<file path="config.mk">
export PLATFORM = sky130hd
export DESIGN_NAME = ysyx_22040127_ifu
export DESIGN_NICKNAME = d
export VERILOG_FILES = /design/src/rtl/ysyx_22040127_ifu.sv
export SDC_FILE = /design/constraint.sdc
export NUM_CORES = 1
export LEC_CHECK = 0
export CORE_MARGIN = 2
export CORE_UTILIZATION = 53
export DETAILED_ROUTE_END_ITERATION = 10
export PLACE_DENSITY_LB_ADDON = 0.1
export SLEW_MARGIN = 20
export SYNTH_ARGS = -nofsm -noshare
export SYNTH_HDL_FRONTEND = slang
export SYNTH_SLANG_ARGS = --single-unit
</file>
<file path="constraint.sdc">
create_clock -name clk -period 9 [get_ports clk]
set_input_delay 1.8 -clock clk [delete_from_list [all_inputs] [get_ports clk]]
set_output_delay 1.8 -clock clk [all_outputs]
set_load 0.03 [all_outputs]
</file>
<file path="src/rtl/ysyx_22040127_ifu.sv">
// Instruction fetch unit: registered 64-bit fetch, pc[2] word select, small instruction FIFO.
// Optional one-line refetch buffer enabled by defining IFU_LINE_BUF_EN.
module ysyx_22040127_ifu #(
    parameter int unsigned       ADDR_W     = 32,
    parameter logic [ADDR_W-1:0] RESET_PC   = 32'h80000000,
    parameter int unsigned       FIFO_DEPTH = 2
) (
    input  logic              clk,
    input  logic              rst,
    input  logic              redirect_valid,
    input  logic [ADDR_W-1:0] redirect_pc,
    output logic              mem_req_valid,
    input  logic              mem_req_ready,
    output logic [ADDR_W-1:0] mem_req_addr,
    input  logic              mem_resp_valid,
    input  logic [63:0]       mem_resp_data,
    output logic              inst_valid,
    input  logic              inst_ready,
    output logic [31:0]       inst,
    output logic [ADDR_W-1:0] inst_pc
);

    localparam int unsigned       PTR_W   = $clog2(FIFO_DEPTH);
    localparam int unsigned       CNT_W   = PTR_W + 1;
    localparam logic [CNT_W-1:0]  DEPTH_C = CNT_W'(FIFO_DEPTH);
    localparam logic [ADDR_W-1:0] PC_STEP = ADDR_W'(4);

    typedef enum logic [1:0] {
        S_REQ,
        S_WAIT,
        S_DROP
    } state_t;

    state_t            r_state;
    state_t            w_state_nxt;
    logic [ADDR_W-1:0] r_fetch_pc;
    logic [ADDR_W-1:0] r_req_pc;

    logic [31:0]       r_fifo_inst [FIFO_DEPTH];
    logic [ADDR_W-1:0] r_fifo_pc   [FIFO_DEPTH];
    logic [PTR_W-1:0]  r_wr_ptr;
    logic [PTR_W-1:0]  r_rd_ptr;
    logic [CNT_W-1:0]  r_count;

    logic              w_has_space;
    logic              w_req_valid;
    logic              w_accept;
    logic              w_resp_keep;
    logic              w_line_hit;
    logic              w_push;
    logic              w_pop;
    logic [31:0]       w_push_inst;
    logic [ADDR_W-1:0] w_push_pc;
    logic [31:0]       w_resp_word;
    logic              w_unused_pc_lsb;

    assign w_unused_pc_lsb = ^redirect_pc[1:0];
    assign w_has_space     = r_count < DEPTH_C;
    assign w_resp_word     = r_req_pc[2] ? mem_resp_data[63:32] : mem_resp_data[31:0];

    always_ff @(posedge clk or negedge rst) begin
        if (!rst) r_state <= S_REQ;
        else      r_state <= w_state_nxt;
    end

    // NOTE: combinational blocks use blocking '=' and assign every output a default
    // first, so no path can leave a signal unassigned and infer a latch.
    always_comb begin
        w_state_nxt = r_state;
        w_req_valid = 1'b0;
        w_resp_keep = 1'b0;
        case (r_state)
            S_REQ: begin
                // Gated by rst so no request leaks out while reset is held.
                w_req_valid = rst && w_has_space && !redirect_valid && !w_line_hit;
                if (w_req_valid && mem_req_ready) w_state_nxt = S_WAIT;
            end
            S_WAIT: begin
                if (mem_resp_valid) begin
                    w_state_nxt = S_REQ;
                    w_resp_keep = !redirect_valid;
                end else if (redirect_valid) begin
                    w_state_nxt = S_DROP;
                end
            end
            S_DROP: begin
                if (mem_resp_valid) w_state_nxt = S_REQ;
            end
            default: w_state_nxt = S_REQ;
        endcase
    end

    assign w_accept      = w_req_valid && mem_req_ready;
    assign mem_req_valid = w_req_valid;
    assign mem_req_addr  = {r_fetch_pc[ADDR_W-1:3], 3'b000};

`ifdef IFU_LINE_BUF_EN
    logic              r_line_valid;
    logic [ADDR_W-4:0] r_line_tag;
    logic [63:0]       r_line_data;

    assign w_line_hit = (r_state == S_REQ) && r_line_valid && w_has_space && !redirect_valid
                        && (r_line_tag == r_fetch_pc[ADDR_W-1:3]);

    always_ff @(posedge clk or negedge rst) begin
        if (!rst) begin
            r_line_valid <= 1'b0;
            r_line_tag   <= '0;
            r_line_data  <= '0;
        end else if (w_resp_keep) begin
            r_line_valid <= 1'b1;
            r_line_tag   <= r_req_pc[ADDR_W-1:3];
            r_line_data  <= mem_resp_data;
        end
    end

    assign w_push      = w_resp_keep || w_line_hit;
    assign w_push_inst = w_line_hit ? (r_fetch_pc[2] ? r_line_data[63:32] : r_line_data[31:0])
                                    : w_resp_word;
    assign w_push_pc   = w_line_hit ? r_fetch_pc : r_req_pc;
`else
    assign w_line_hit  = 1'b0;
    assign w_push      = w_resp_keep;
    assign w_push_inst = w_resp_word;
    assign w_push_pc   = r_req_pc;
`endif

    always_ff @(posedge clk or negedge rst) begin
        if (!rst) begin
            r_fetch_pc <= RESET_PC;
            r_req_pc   <= '0;
        end else begin
            if (redirect_valid)               r_fetch_pc <= {redirect_pc[ADDR_W-1:2], 2'b00};
            else if (w_accept || w_line_hit)  r_fetch_pc <= r_fetch_pc + PC_STEP;
            if (w_accept) r_req_pc <= r_fetch_pc;
        end
    end

    assign w_pop = inst_valid && inst_ready;

    // A redirect flushes the buffer outright; any pop in that cycle is moot.
    always_ff @(posedge clk or negedge rst) begin
        if (!rst) begin
            r_wr_ptr <= '0;
            r_rd_ptr <= '0;
            r_count  <= '0;
        end else if (redirect_valid) begin
            r_wr_ptr <= '0;
            r_rd_ptr <= '0;
            r_count  <= '0;
        end else begin
            if (w_push) r_wr_ptr <= r_wr_ptr + 1'b1;
            if (w_pop)  r_rd_ptr <= r_rd_ptr + 1'b1;
            case ({w_push, w_pop})
                2'b10:   r_count <= r_count + 1'b1;
                2'b01:   r_count <= r_count - 1'b1;
                default: r_count <= r_count;
            endcase
        end
    end

    // NOTE: the storage array is not reset; entries are only observable through
    // r_count, and the outputs are forced to zero while the buffer is empty.
    always_ff @(posedge clk) begin
        if (w_push) begin
            r_fifo_inst[r_wr_ptr] <= w_push_inst;
            r_fifo_pc[r_wr_ptr]   <= w_push_pc;
        end
    end

    assign inst_valid = (r_count != '0);
    assign inst       = inst_valid ? r_fifo_inst[r_rd_ptr] : '0;
    assign inst_pc    = inst_valid ? r_fifo_pc[r_rd_ptr]   : '0;

endmodule

</file>
==> results of run 1 <==
==> cell usage in the layout (no fill, tap or decap), types with 6 or more instances in the layout <==
cell type / netlist / layout
clkbuf_16: 0 / 17
nor2_1: 82 / 81
a21oi_1: 8 / 8
mux2i_1: 65 / 65
o21ai_0: 23 / 23
o311ai_0: 11 / 11
mux2_2: 33 / 33
nand4_1: 11 / 11
buf_4: 34 / 11
a22oi_1: 6 / 6
nor3_1: 7 / 6
edfxtp_1: 124 / 124
and4_1: 6 / 6
nand3_1: 14 / 14
nand2_1: 116 / 116
dfrtp_1: 65 / 64
clkdlybuf4s50_1: 0 / 190
==> registers in the layout (all words and copies together), names as in the netlist <==
signal / count
r_wr_ptr: 1
r_rd_ptr: 1
r_req_pc: 30
r_state: 2
r_fifo_pc: 60
r_count: 2
r_fetch_pc: 30
r_fifo_inst: 64
==> cell families after synthesis <==
family	Yosys count	share of synthesized area
flip-flops	190	0.630
XOR/XNOR	6	0.00616
adder cells (fa/ha/maj)	1	0.00147
AO/OA/AOI/OAI	68	0.0538
other	1	0.000440
multiplexers	98	0.120
AND/OR/NAND/NOR	265	0.139
buffers and inverters	76	0.0496
==> power by group through the flow <==
stage | Combinational [mW] | Sequential (mW) | Clock (mW)
after floorplan | 0.184 | 1.06 | 0
after global placement | 0.267 | 1.08 | 0
after detailed placement | 0.276 | 1.08 | 0
after CTS | 0.277 | 1.06 | 0.688
after global routing | 0.299 | 1.07 | 0.727
final | 0.277 | 1.06 | 0.676
==> cell type report <==
cell class | count | share of cell area
multi-input combinational | 443 | 0.252
sequential | 190 | 0.489
clock inverter | 12 | 0.00819
tap | 216 | 0.0246
inverter | 5 | 0.00171
timing repair buffer | 203 | 0.183
clock buffer | 20 | 0.0406
==> worst max-delay path by stage <==
stage                                  end  slack, ns  depth (start not counted)
2_1_floorplan  r_fifo_inst[1][0]$_DFFE_PP_       1.47                          4
3_3_place_gp                 mem_req_valid       3.83                          3
3_5_place_dp                 mem_req_valid       3.88                          3
4_1_cts                      mem_req_valid       3.89                          3
5_1_grt                      mem_req_valid       3.84                          3
6_report                     mem_req_valid       3.91                          3
==> metal layers <==
metal,track usage,up-vias,part of all wire,wire length [um]
li1,-,2816,-,-
met1,0.283,2890,0.43,8060
met2,0.374,237,0.49,9270
met3,0.0440,22,0.067,1260
met4,0.0657,0,0.010,192
met5,0,-,0,0
==> metrics by stage <==
step | hold slack [ns] | cells | total power [mW]
after detailed placement | 0.458 | 1056 | 1.36
final | 0.466 | 1089 | 2.01
after floorplan | 0.440 | 709 | 1.24
after global routing | 0.486 | 1089 | 2.10
after CTS | 0.473 | 1088 | 2.03
after global placement | 0.451 | 1056 | 1.34
==> impl_metrics.tcl, run 1 <==
set metrics [dict create \
    path_cells "buf_2, nor4_1, clkdlybuf4s50_1" \
    yosysMostFrequentCell "edfxtp_1" \
    cts_resized 0 \
    htree_levels 4 \
    cts_tree "built" \
    clk-insertion-delay-late_ns 0.43 \
    start_util 0.539 \
    crit_start "redirect_valid" \
    diodes 0 \
    die_w_um 131 \
    grt_max_degree 67 \
    crit_path_end_kind "output pin" \
    ant_nets 0 \
    skew_ns 0.00559 \
    via_per_inst 5.48 \
    first_global_vias 5472 \
    cts.sink_count 190 \
    crit_family "buffers and inverters" \
    maxCapViolations 0 \
    die_area_um2 17100 \
    setup_ws_ns 3.91 \
    placedInstanceArea_um2 10400 \
    pre_cts_slack_ns 3.88 \
    p_per_area_nw_per_um2 183 \
    min_from "r_req_pc[28]$_DFFE_PN0P_" \
    critPathBufInv 2 \
    synthArstFlopShare 0.347 \
    synth_top_area_share 0.436 \
    grt_pass1_wl_um 28200 \
    pwr-share-clk 0.336 \
    hold_violations 0 \
    cts_buffers 17 \
    holdPathStages 0 \
    grt_usage 0.218 \
    seqPwrFrac 0.527 \
    routed_wirelength_um 18800 \
    synth-seq-cells 190 \
    multi_input_area_um2 2780 \
    clock-root-buffer "clkbuf_16" \
    min_to "r_fifo_pc[0][28]$_DFFE_PP_" \
    drive_gt1_frac 0.0985 \
    worst-path-max-fanout 44 \
    finalSetupViolations 0 \
    areaGrowthSynthToFinish_pct 28.9 \
    place.port_buffers 192 \
    comb_power_share 0.138 \
    design_area_um2 11000 \
    finalCritPeriodShare 0.566 \
    synth_area_leaders "edfxtp_1 44%, dfrtp_1 19%, mux2i_1 7.6%" \
    irDropWorstVdd_mv 0.135 \
    sw_frac_of_total 0.254 \
    r2r_setup_slack_ns 6.41 \
    num_rows 46 \
    vias 5965 \
    final.min_clock_period_ns 5.09 \
    synth_top_cell_by_area "edfxtp_1" \
    syn_area_um2 8530 \
    ios 200 \
    ys_top_cells_by_count "124 x edfxtp_1, 116 x nand2_1, 82 x nor2_1, 65 x dfrtp_1, 65 x mux2i_1" \
    cp_slowest_cell "clkdlybuf4s50_1" \
    cellLeakagePower_nw 3.95 \
    dr.first_iter.drc_count 396 \
    antenna_found_initial 0 \
    wl_per_cell_um 17.2 \
    cts.clk_slew.worst_paths_ns 0.07 \
    rr_startpoint "r_state[0]$_DFFE_PN0P_" \
    fin_tns_setup_ns 0 \
    avgSynthCellArea_um2 12.1 \
    clockBufferDepth 2 \
    synth_cells 705 \
    yosysSeqAreaShare 0.630 \
    worstPathArrival_ns 3.29 \
    max_freq_ghz 0.196 \
    fillers 1133 \
    p_sw_mw 0.512 \
    grt_remaining_overflow 0 \
    yosys_most_used_dff "edfxtp_1" \
    r2r_cells 4 \
    core_um2 15800 \
    reg2reg_to "r_fifo_pc[1][21]$_DFFE_PP_" \
    required_ns 7.20 \
    cp-start-kind "input port" \
    nets 963 \
    dp_hpwl_um 12400 \
    tightestPinTransition_ns 1.04 \
    path_class "in2out" \
    cts_setup_buffers 0 \
    seq_area_um2 5380 \
    drtPass1Iterations 5 \
    hold_class "reg2reg" \
    slew_headroom 0.303 \
    crit_path_max_incr_delay_ns 0.73 \
    outcome "complete, no violations" \
    rsz0062_at_grt "no" \
    gp_congestion 0.818 \
    die_h_um 131 \
    synth_edf_count 124 \
    slew_viol_final 0 \
    internal-power_mw 1.50 \
    cts_hold_buffers 0 \
    synth.distinct_cells 47 \
    yosysWarnings 0 \
    utilization 0.695 \
    drc 0 \
]
Note: power is estimated with default switching activity, not from simulation.
==> inputs of run 2 (changes only) <==
--- a/config.mk
+++ b/config.mk
@@ -6,7 +6,7 @@
 export NUM_CORES = 1
 export LEC_CHECK = 0
 export CORE_MARGIN = 2
-export CORE_UTILIZATION = 53
+export CORE_UTILIZATION = 50
 export DETAILED_ROUTE_END_ITERATION = 10
 export PLACE_DENSITY_LB_ADDON = 0.1
 export SLEW_MARGIN = 20
==> constraint.sdc (replaced) <==
create_clock -name clk -period 4.7 [get_ports clk]
set_input_delay 0.94 -clock clk [delete_from_list [all_inputs] [get_ports clk]]
set_output_delay 0.94 -clock clk [all_outputs]
set_load 0.03 [all_outputs]
==> run 2 against run 1 <==
Utilization fell by 2.6 points. Cell count rose by 0.46%. Routed wire length rose by 2.6%.
==> impl_metrics.tcl, run 2 (synthesized netlist as in run 1, its figures left out) <==
set metrics [dict create \
    outcome "complete, no violations" \
    routed_wirelength_um 19300 \
    core_um2 16600 \
    fin_tns_setup_ns 0 \
    rsz0062_at_grt "no" \
    first_global_vias 5814 \
    hold_violations 0 \
    place.port_buffers 192 \
    ant_nets 0 \
    grt_pass1_wl_um 30100 \
    dp_cells 1061 \
    crit_start "r_count[1]$_DFFE_PN0P_" \
    cp_slowest_cell "nor2_4" \
    grt_remaining_overflow 0 \
    path_class "reg2out" \
    drive_gt1_frac 0.101 \
    min_from "r_req_pc[21]$_DFFE_PN0P_" \
    areaGrowthSynthToFinish_pct 30.5 \
    final_cells 1094 \
    cts.clk_slew.worst_paths_ns 0.07 \
    finalCritPeriodShare 0.770 \
    finalSetupViolations 0 \
    worst-path-max-fanout 31 \
    final.min_clock_period_ns 3.62 \
    grt_usage 0.214 \
    die_w_um 135 \
    rr_startpoint "r_count[1]$_DFFE_PN0P_" \
    path_cells "nor2_4, buf_4, inv_1, clkdlybuf4s50_1" \
    htree_levels 4 \
    drc 0 \
    wl_per_cell_um 17.6 \
    via_per_inst 5.39 \
    gp_congestion 0.831 \
    vias 5900 \
    worstPathArrival_ns 2.68 \
    maxCapViolations 0 \
    cts_tree "built" \
    largest_reg_flops 64 \
    max_freq_ghz 0.276 \
    power_mw 4.12 \
    die_area_um2 18100 \
    cts_resized 0 \
    dp_hpwl_um 12900 \
    setup_ws_ns 1.08 \
    crit_path_max_incr_delay_ns 0.64 \
    slew_viol_final 0 \
    drtPass1Iterations 5 \
    clockBufferDepth 2 \
    die_h_um 135 \
    whs_ns 0.475 \
    cellLeakagePower_nw 4.01 \
    design_area_um2 11100 \
    cp-start-kind "flop" \
    p_per_area_nw_per_um2 370 \
    r2r_cells 4 \
    clock-root-buffer "clkbuf_16" \
    grt_max_degree 67 \
    placedInstanceArea_um2 10500 \
    final_common_cell "clkdlybuf4s50_1" \
    utilization 0.669 \
    hold_class "reg2reg" \
    cts_hold_buffers 0 \
    layout_common_cells "190 x clkdlybuf4s50_1, 124 x edfxtp_1, 116 x nand2_1, 81 x nor2_1, 65 x mux2i_1" \
    cts.sink_count 190 \
    regMostFlops "r_fifo_inst" \
    dr.first_iter.drc_count 390 \
    start_util 0.513 \
    largestRegisters "r_fifo_inst: 64 flops, r_fifo_pc: 60 flops" \
    pre_cts_slack_ns 1.20 \
    cts_setup_buffers 0 \
    slew_headroom 0.354 \
    irDropWorstVdd_mv 0.244 \
    cts_buffers 17 \
    nets 964 \
    diodes 0 \
    clk-insertion-delay-late_ns 0.42 \
    skew_ns 0.00664 \
    ios 200 \
    tightestPinTransition_ns 0.960 \
    crit_path_end_kind "output pin" \
    fillers 1212 \
    holdPathStages 0 \
    required_ns 3.76 \
    antenna_found_initial 0 \
    num_rows 47 \
]
-- run 2: worst max-delay path, delay by kind of cell (launching register included) --
family                 cells  cell delay [ns]
AND/OR/NAND/NOR            1             0.64
flip-flops                 1             0.47
buffers and inverters      3             1.12
-- run 2: path summary, 6_finish.rpt --
path                                                   end  slack, ns
worst max-delay path                            inst_valid       1.08
worst min-delay path            r_fifo_pc[0][21]$_DFFE_PP_       0.47
worst max register to register   r_fetch_pc[9]$_DFFE_PN0P_       2.15
worst min register to register  r_fifo_pc[0][21]$_DFFE_PP_       0.47
max in group asynchronous             r_rd_ptr$_DFFE_PN0P_       3.32
min in group asynchronous       r_fetch_pc[11]$_DFFE_PN0P_       0.76
-- run 2: power breakdown --
| group | switching (mW) | total, mW | internal (mW) |
|---|---|---|---|
| Combinational | 0.279 | 0.534 | 0.254 |
| Clock | 0.607 | 1.55 | 0.943 |
| Sequential | 0.106 | 2.04 | 1.93 |
| Total | 0.992 | 4.12 | 3.13 |
-- run 2: routing by layer --
metal | routed length [um] | part of all wire | vias to the layer above | GRT usage
met1 | 8340 | 0.43 | 2875 | 0.277
met4 | 323 | 0.017 | 0 | 0.0713
met2 | 9510 | 0.49 | 186 | 0.366
met3 | 1110 | 0.058 | 23 | 0.0375
li1 | - | - | 2816 | -
met5 | 0 | 0 | - | 0
-- run 2: area by class of cell --
type	count	area [um2]	area share
Multi-Input combinational cell	443	2790	0.250
Sequential cell	190	5380	0.483
Tap cell	220	275	0.0247
Clock inverter	11	178	0.0160
Timing Repair Buffer	204	2020	0.182
Inverter	5	18.8	0.00169
Clock buffer	21	472	0.0424
